==> src/rtl/riscv_fetch_pkg.sv <==
// Shared types and constants for the RISCV32I instruction fetch stage.
package riscv_fetch_pkg;

  typedef enum logic [1:0] {
    BOOT  = 2'd0,
    RUN   = 2'd1,
    FLUSH = 2'd2
  } fetch_state_e;

  localparam logic [31:0] NOP_INSTR   = 32'h0000_0013;
  localparam int          FETCH_DEPTH = 2;

  typedef struct packed {
    logic [31:0] pc;
    logic [31:0] instr;
  } fetch_entry_t;

  function automatic logic [31:0] align_word(input logic [31:0] addr);
    return {addr[31:2], 2'b00};
  endfunction

endpackage

==> src/rtl/fetch_buffer.sv <==
// Two-entry FIFO of {pc, instr}; flush wins over push, a pop in the flush
// cycle is simply absorbed by the flush.
module fetch_buffer
  import riscv_fetch_pkg::*;
(
  input  logic         clk,
  input  logic         rst,
  input  logic         push,
  input  fetch_entry_t push_entry,
  input  logic         pop,
  input  logic         flush,
  output logic         full,
  output logic         empty,
  output logic [1:0]   count,
  output fetch_entry_t head
);

  fetch_entry_t mem_q [FETCH_DEPTH];
  fetch_entry_t mem_d [FETCH_DEPTH];
  logic         rd_ptr_q, rd_ptr_d;
  logic         wr_ptr_q, wr_ptr_d;
  logic [1:0]   count_q, count_d;
  logic         do_pop;

  assign empty = (count_q == 2'd0);
  assign full  = (count_q == 2'(FETCH_DEPTH));
  assign count = count_q;
  assign head  = mem_q[rd_ptr_q];

  always_comb begin
    mem_d    = mem_q;
    rd_ptr_d = rd_ptr_q;
    wr_ptr_d = wr_ptr_q;
    count_d  = count_q;
    do_pop   = pop & ~empty;
    if (flush) begin
      rd_ptr_d = 1'b0;
      wr_ptr_d = 1'b0;
      count_d  = 2'd0;
    end else begin
      if (push) begin
        mem_d[wr_ptr_q] = push_entry;
        wr_ptr_d        = wr_ptr_q + 1'b1;
      end
      if (do_pop) begin
        rd_ptr_d = rd_ptr_q + 1'b1;
      end
      count_d = count_q + {1'b0, push} - {1'b0, do_pop};
    end
  end

  always_ff @(posedge clk or posedge rst) begin
    if (rst) begin
      for (int i = 0; i < FETCH_DEPTH; i++) begin
        mem_q[i] <= '0;
      end
      rd_ptr_q <= 1'b0;
      wr_ptr_q <= 1'b0;
      count_q  <= 2'd0;
    end else begin
      for (int i = 0; i < FETCH_DEPTH; i++) begin
        mem_q[i] <= mem_d[i];
      end
      rd_ptr_q <= rd_ptr_d;
      wr_ptr_q <= wr_ptr_d;
      count_q  <= count_d;
    end
  end

endmodule

==> src/rtl/instr_fetch_unit.sv <==
// Instruction fetch stage: owns the PC, issues credit-limited pipelined
// requests to a variable-latency memory and feeds decode from a 2-entry buffer.
module instr_fetch_unit
  import riscv_fetch_pkg::*;
#(
  parameter logic [31:0] RESET_PC = 32'h0000_0000
) (
  input  logic         CLK,
  input  logic         rst,
  output logic         imem_req,
  output logic [31:0]  imem_addr,
  input  logic         imem_gnt,
  input  logic         imem_rvalid,
  input  logic [31:0]  imem_rdata,
  output logic [31:0]  Instr,
  output logic [31:0]  PC,
  output logic [31:0]  PC_4,
  output logic         instr_valid,
  input  logic         instr_ready,
  input  logic         redirect,
  input  logic [31:0]  redirect_target,
  output logic         fetch_fault,
  output fetch_state_e dbg_state
);

  // Handshakes: a request completes on imem_req & imem_gnt, a response on
  // imem_rvalid (in order), and decode consumes on instr_valid & instr_ready.

  fetch_state_e state_q, state_d;
  logic [1:0]   outstanding_q, outstanding_d;
  logic [1:0]   discard_q, discard_d;
  logic [31:0]  fetch_pc_q, fetch_pc_d;
  logic [31:0]  rsp_pc_q, rsp_pc_d;
  logic         fault_q, fault_d;

  logic         consume;
  logic [2:0]   credit_used;
  logic         gnt_fire;
  logic         rsp_fire;
  logic         rsp_keep;
  logic         buf_push;
  logic         buf_full;
  logic         buf_empty;
  logic [1:0]   buf_count;
  fetch_entry_t buf_head;
  fetch_entry_t push_entry;

  assign push_entry = '{pc: rsp_pc_q, instr: imem_rdata};

  fetch_buffer u_fetch_buffer (
    .clk        (CLK),
    .rst        (rst),
    .push       (buf_push),
    .push_entry (push_entry),
    .pop        (consume),
    .flush      (redirect),
    .full       (buf_full),
    .empty      (buf_empty),
    .count      (buf_count),
    .head       (buf_head)
  );

  // With the buffer empty, PC shows the address of the next word to arrive.
  assign instr_valid = ~buf_empty;
  assign Instr       = buf_empty ? NOP_INSTR : buf_head.instr;
  assign PC          = buf_empty ? rsp_pc_q : buf_head.pc;
  assign PC_4        = PC + 32'd4;
  assign imem_addr   = fetch_pc_q;
  assign fetch_fault = fault_q;
  assign dbg_state   = state_q;

  always_comb begin
    state_d       = state_q;
    discard_d     = discard_q;
    fetch_pc_d    = fetch_pc_q;
    rsp_pc_d      = rsp_pc_q;
    fault_d       = fault_q;

    consume     = instr_valid & instr_ready;
    // Slots already promised: in flight plus buffered, minus the word leaving now.
    credit_used = {1'b0, outstanding_q} + {1'b0, buf_count} - {2'b00, consume};
    imem_req    = (state_q == RUN) & ~redirect & (credit_used < 3'(FETCH_DEPTH));
    gnt_fire    = imem_req & imem_gnt;
    rsp_fire    = imem_rvalid & (outstanding_q != 2'd0);
    rsp_keep    = rsp_fire & (discard_q == 2'd0) & ~redirect;
    buf_push    = rsp_keep & (~buf_full | consume);

    outstanding_d = outstanding_q + {1'b0, gnt_fire} - {1'b0, rsp_fire};

    if (gnt_fire) begin
      fetch_pc_d = fetch_pc_q + 32'd4;
    end
    if (rsp_keep) begin
      rsp_pc_d = rsp_pc_q + 32'd4;
    end

    case (state_q)
      BOOT:    state_d = RUN;
      RUN:     state_d = RUN;
      FLUSH: begin
        if (rsp_fire && discard_q != 2'd0) begin
          discard_d = discard_q - 2'd1;
          if (discard_q == 2'd1) begin
            state_d = RUN;
          end
        end
      end
      default: state_d = BOOT;
    endcase

    // Everything still in flight after this cycle belongs to the old path.
    if (redirect) begin
      discard_d  = outstanding_d;
      state_d    = (outstanding_d != 2'd0) ? FLUSH : RUN;
      fetch_pc_d = align_word(redirect_target);
      rsp_pc_d   = align_word(redirect_target);
      if (redirect_target[1:0] != 2'b00) begin
        fault_d = 1'b1;
      end
    end
  end

  always_ff @(posedge CLK or posedge rst) begin
    if (rst) begin
      state_q       <= BOOT;
      outstanding_q <= 2'd0;
      discard_q     <= 2'd0;
      fetch_pc_q    <= RESET_PC;
      rsp_pc_q      <= RESET_PC;
      fault_q       <= 1'b0;
    end else begin
      state_q       <= state_d;
      outstanding_q <= outstanding_d;
      discard_q     <= discard_d;
      fetch_pc_q    <= fetch_pc_d;
      rsp_pc_q      <= rsp_pc_d;
      fault_q       <= fault_d;
    end
  end

endmodule

==> config.mk <==
export PLATFORM = sky130hd
export DESIGN_NAME = instr_fetch_unit
export DESIGN_NICKNAME = d
export VERILOG_FILES = /design/src/rtl/riscv_fetch_pkg.sv /design/src/rtl/fetch_buffer.sv /design/src/rtl/instr_fetch_unit.sv
export SDC_FILE = /design/constraint.sdc
export NUM_CORES = 1
export LEC_CHECK = 0
export CAP_MARGIN = 20
export CORE_UTILIZATION = 45
export CTS_CLUSTER_DIAMETER = 40
export DETAILED_ROUTE_END_ITERATION = 7
export PLACE_DENSITY = 0.7
export SLEW_MARGIN = 20
export SYNTH_ARGS = -nofsm -noshare
export SYNTH_HDL_FRONTEND = slang
export SYNTH_HIERARCHICAL = 1
export SYNTH_SLANG_ARGS = --single-unit
==> constraint.sdc <==
create_clock -name CLK -period 5.3 [get_ports CLK]
set_input_delay 0.795 -clock CLK [delete_from_list [all_inputs] [get_ports CLK]]
set_output_delay 0.795 -clock CLK [all_outputs]
set_load 0.005 [all_outputs]
==> metrics <==
H-Tree Depth=4; leakage power=0.00619 uW; multi-input logic area=0.00589 mm^2; fmax=0.214 GHz; Synth Area per Inst=11.7 um^2; Psw=1620 uW; number of synthesized register bits=199; crit path DAT=3.88 ns; first-pass GRT wire length=43800 um; Cell Area, Synth=0.0114 mm^2; CTS sink cnt=199; vias post-DR=8101; CP required=4.51 ns; Detailed Route WL=27000 um; synth top area cells=dfrtp_1 44%, mux2_2 16%, mux2_4 7.9%; Cell Count Post-Placement=1465; outcome=completed; largest area contributor in the netlist=dfrtp_1; post-CTS sizing=0; Post-synth ARST share=1.00; clock-pin slew on the worst setup and hold paths=0.08 ns; skew final=0.0109 ns; GRT overflow=0; Setup violations, final=0; Post-synth EDFFs=0; final worst path period need=4.67 ns; Seq/Total Area, Yosys=0.438; RSZ-0062 raised after global routing=no; clock share of power=0.228; CTS root buf=clkbuf_16; Antenna Cells=0; Die Y=161 um; Longest Clk Path Bufs=2; post-route ant nets=0; FF+latch area=0.00498 mm^2; Non-Filler Instances=1496; number of buffers created by CTS=17; Slew Viols, Final=0; routed len/inst=18.0 um; worst-path maximum fanout=32; Sw Share=0.301; # fillers=2072; largest net degree at the start of global routing=71; Ys Warns=6; IO buf count=200; initial antenna violation count=0; CP Launch Point=u_fetch_buffer/rd_ptr_q; Die Width=161 um; TritonRoute pass-1 iters=7; TritonCTS clock tree=done; CTS Hold Buffers Added=0; die area=0.0259 mm^2; final hold violations=0; share of layout cells above drive strength 1=0.257; Synth top area share=0.438; fin nets=1242; Via-to-Cell Ratio=5.42; Cells after Synth=972; Slew @ Worst Pin=0.970 ns; post-route clock period utilization=0.881; Gate power share=0.352; Residual DRC=0; Max-slew headroom=0.354; Starting Density=0.463; Setup Crit Path Kind=flop to primary output; Iteration-0 DRC Markers=434; Worst Setup End Kind=primary output; Syn-to-layout area delta=24.0%; gp weighted congestion=0.811; Peak VDD IR=0.000226 V; cell row count=57; core box area=0.0245 mm^2; internal power=3760 uW; worst hold path type=flop to flop; PwrDens=382 mW/mm^2; Most used DFF post-synth=dfrtp_1; Max-Cap Viols=0; TNS Setup=0 ns; Reg2Reg Capture Point=dbg_state[1]; worst reg2reg startpoint=u_fetch_buffer/count[0]; GRT Total Usage=0.211; Sequential Power Share=0.420; Synth cell types=75; vias in the first global route=8432; I/O pin total=203; clock latency on the worst-skew pair=0.43 ns; dpl hpwl=18700 um; R2R setup slack=1.54 ns; reg2reg path depth=15; Startpoint Class=flop; Post-CTS Setup Repair Bufs=0; crit path to=PC_4[30]
[sequential cells by signal, summed over array words and instances (netlist names), 2 cells and up]
signal                flops
u_fetch_buffer/mem_q    128
imem_addr                30
rsp_pc_q                 30
dbg_state                 2
discard_q                 2
outstanding_q             2
u_fetch_buffer/count      2
[stage by stage]
| stage | total power [uW] | hold slack (ns) | cell area [um^2] | utilization | setup slack (ns) |
|---|---|---|---|---|---|
| after global routing | 5700 | 0.498 | 14100 | 0.574 | 0.377 |
| final | 5380 | 0.480 | 14100 | 0.574 | 0.629 |
| after detailed placement | 4180 | 0.455 | 13500 | 0.552 | 0.824 |
| after CTS | 5430 | 0.480 | 14100 | 0.574 | 0.589 |
| after floorplan | 3440 | 0.454 | 11400 | - | 0.903 |
| after global placement | 4130 | 0.453 | 13500 | 0.552 | 0.936 |
[cell families (layout without fill, tap and decap cells)]
logic type / Yosys count / in the layout / synth area share
flip-flops: 199 / 199 / 0.438
other: 1 / 6 / 0.000330
multiplexers: 240 / 240 / 0.256
adder cells (fa/ha/maj): 12 / 12 / 0.0139
AO/OA/AOI/OAI: 89 / 89 / 0.0524
AND/OR/NAND/NOR: 281 / 281 / 0.139
buffers and inverters: 83 / 278 / 0.0465
XOR/XNOR: 67 / 67 / 0.0535
[synth_stat cells (6+ instances only)]
cell and count:
ha_1 11, nand2_1 62, nand3_1 49, mux2_2 164
a21oi_1 9, xnor2_1 37, and3_1 14, clkbuf_1 16
nor2_1 31, buf_4 6, dfrtp_1 199, buf_12 6
mux2_4 60, xor2_1 28, nand4_1 24, buf_2 15
mux2i_1 11, nor2b_1 39, inv_1 27, o211ai_1 9
nor3_1 6, a31oi_1 7, and2_1 7, nor4_1 6
buf_6 10, o21ai_0 34
[critical path, stage by stage, from the launching register on]
cell	delay, ns
dfrtp_2	0.91
mux2_2	0.31
mux2i_1	0.09
inv_1	0.10
ha_1	0.25
nand4_1	0.13
a221oi_2	0.47
nand4_2	0.26
nor3_2	0.23
xor2_1	0.16
clkdlybuf4s50_1	0.53
[area by class of cell]
class,instances,share of cell area
flip-flops and latches,199,0.354
inverters,29,0.00808
clock buffers,18,0.0312
clock inverters,13,0.00808
well taps,324,0.0288
multi-input cells,695,0.418
repair buffers,218,0.152
[power groups by stage]
stage / Combinational [uW] / Clock [uW] / Sequential (uW)
finish: 1890 / 1230 / 2260
global route: 2060 / 1310 / 2320
CTS: 1920 / 1260 / 2260
detailed placement: 1900 / 0 / 2280
global placement: 1860 / 0 / 2260
floorplan: 1250 / 0 / 2190
[metal layers]
layer | GRT usage | part of all wire
met4 | 0.0600 | 0.016
met2 | 0.347 | 0.47
met1 | 0.287 | 0.47
met3 | 0.0328 | 0.043
met5 | 0 | 0
[cells in the final DEF, fill, tap and decap left out, types with 4 or more instances in the layout]
cell type / netlist / layout
clkdlybuf4s50_1: 0 / 199
dfrtp_1: 199 / 198
mux2_2: 164 / 164
nand2_1: 62 / 62
mux2_4: 60 / 60
nand3_1: 49 / 49
nor2b_1: 39 / 39
xnor2_1: 37 / 37
o21ai_0: 34 / 34
nor2_1: 31 / 30
xor2_1: 28 / 28
inv_1: 27 / 25
nand4_1: 24 / 24
clkbuf_16: 0 / 17
buf_4: 6 / 17
and3_1: 14 / 14
mux2i_1: 11 / 11
ha_1: 11 / 11
o211ai_1: 9 / 9
a21oi_1: 9 / 9
and2_1: 7 / 7
a31oi_1: 7 / 7
nor3_1: 6 / 6
nor4_1: 6 / 6
conb_1: 1 / 6
clkinv_4: 0 / 6
or4_1: 5 / 5
mux2_1: 5 / 5
o311ai_0: 4 / 4
a21o_1: 4 / 4
nand4b_1: 4 / 4
or2_2: 4 / 4
or3_1: 4 / 4
[worst min path at each step]
| stage | startpoint | end | depth (start not counted) |
|---|---|---|---|
| 3_3_place_gp | fetch_fault | fetch_fault | 1 |
| 6_report | fetch_fault | fetch_fault | 1 |
| 2_1_floorplan | u_fetch_buffer/mem_q[118] | u_fetch_buffer/mem_q[118] | 1 |
| 4_1_cts | fetch_fault | fetch_fault | 1 |
| 3_5_place_dp | fetch_fault | fetch_fault | 1 |
| 5_1_grt | fetch_fault | fetch_fault | 1 |
Note: power is estimated with default switching activity, not from simulation.
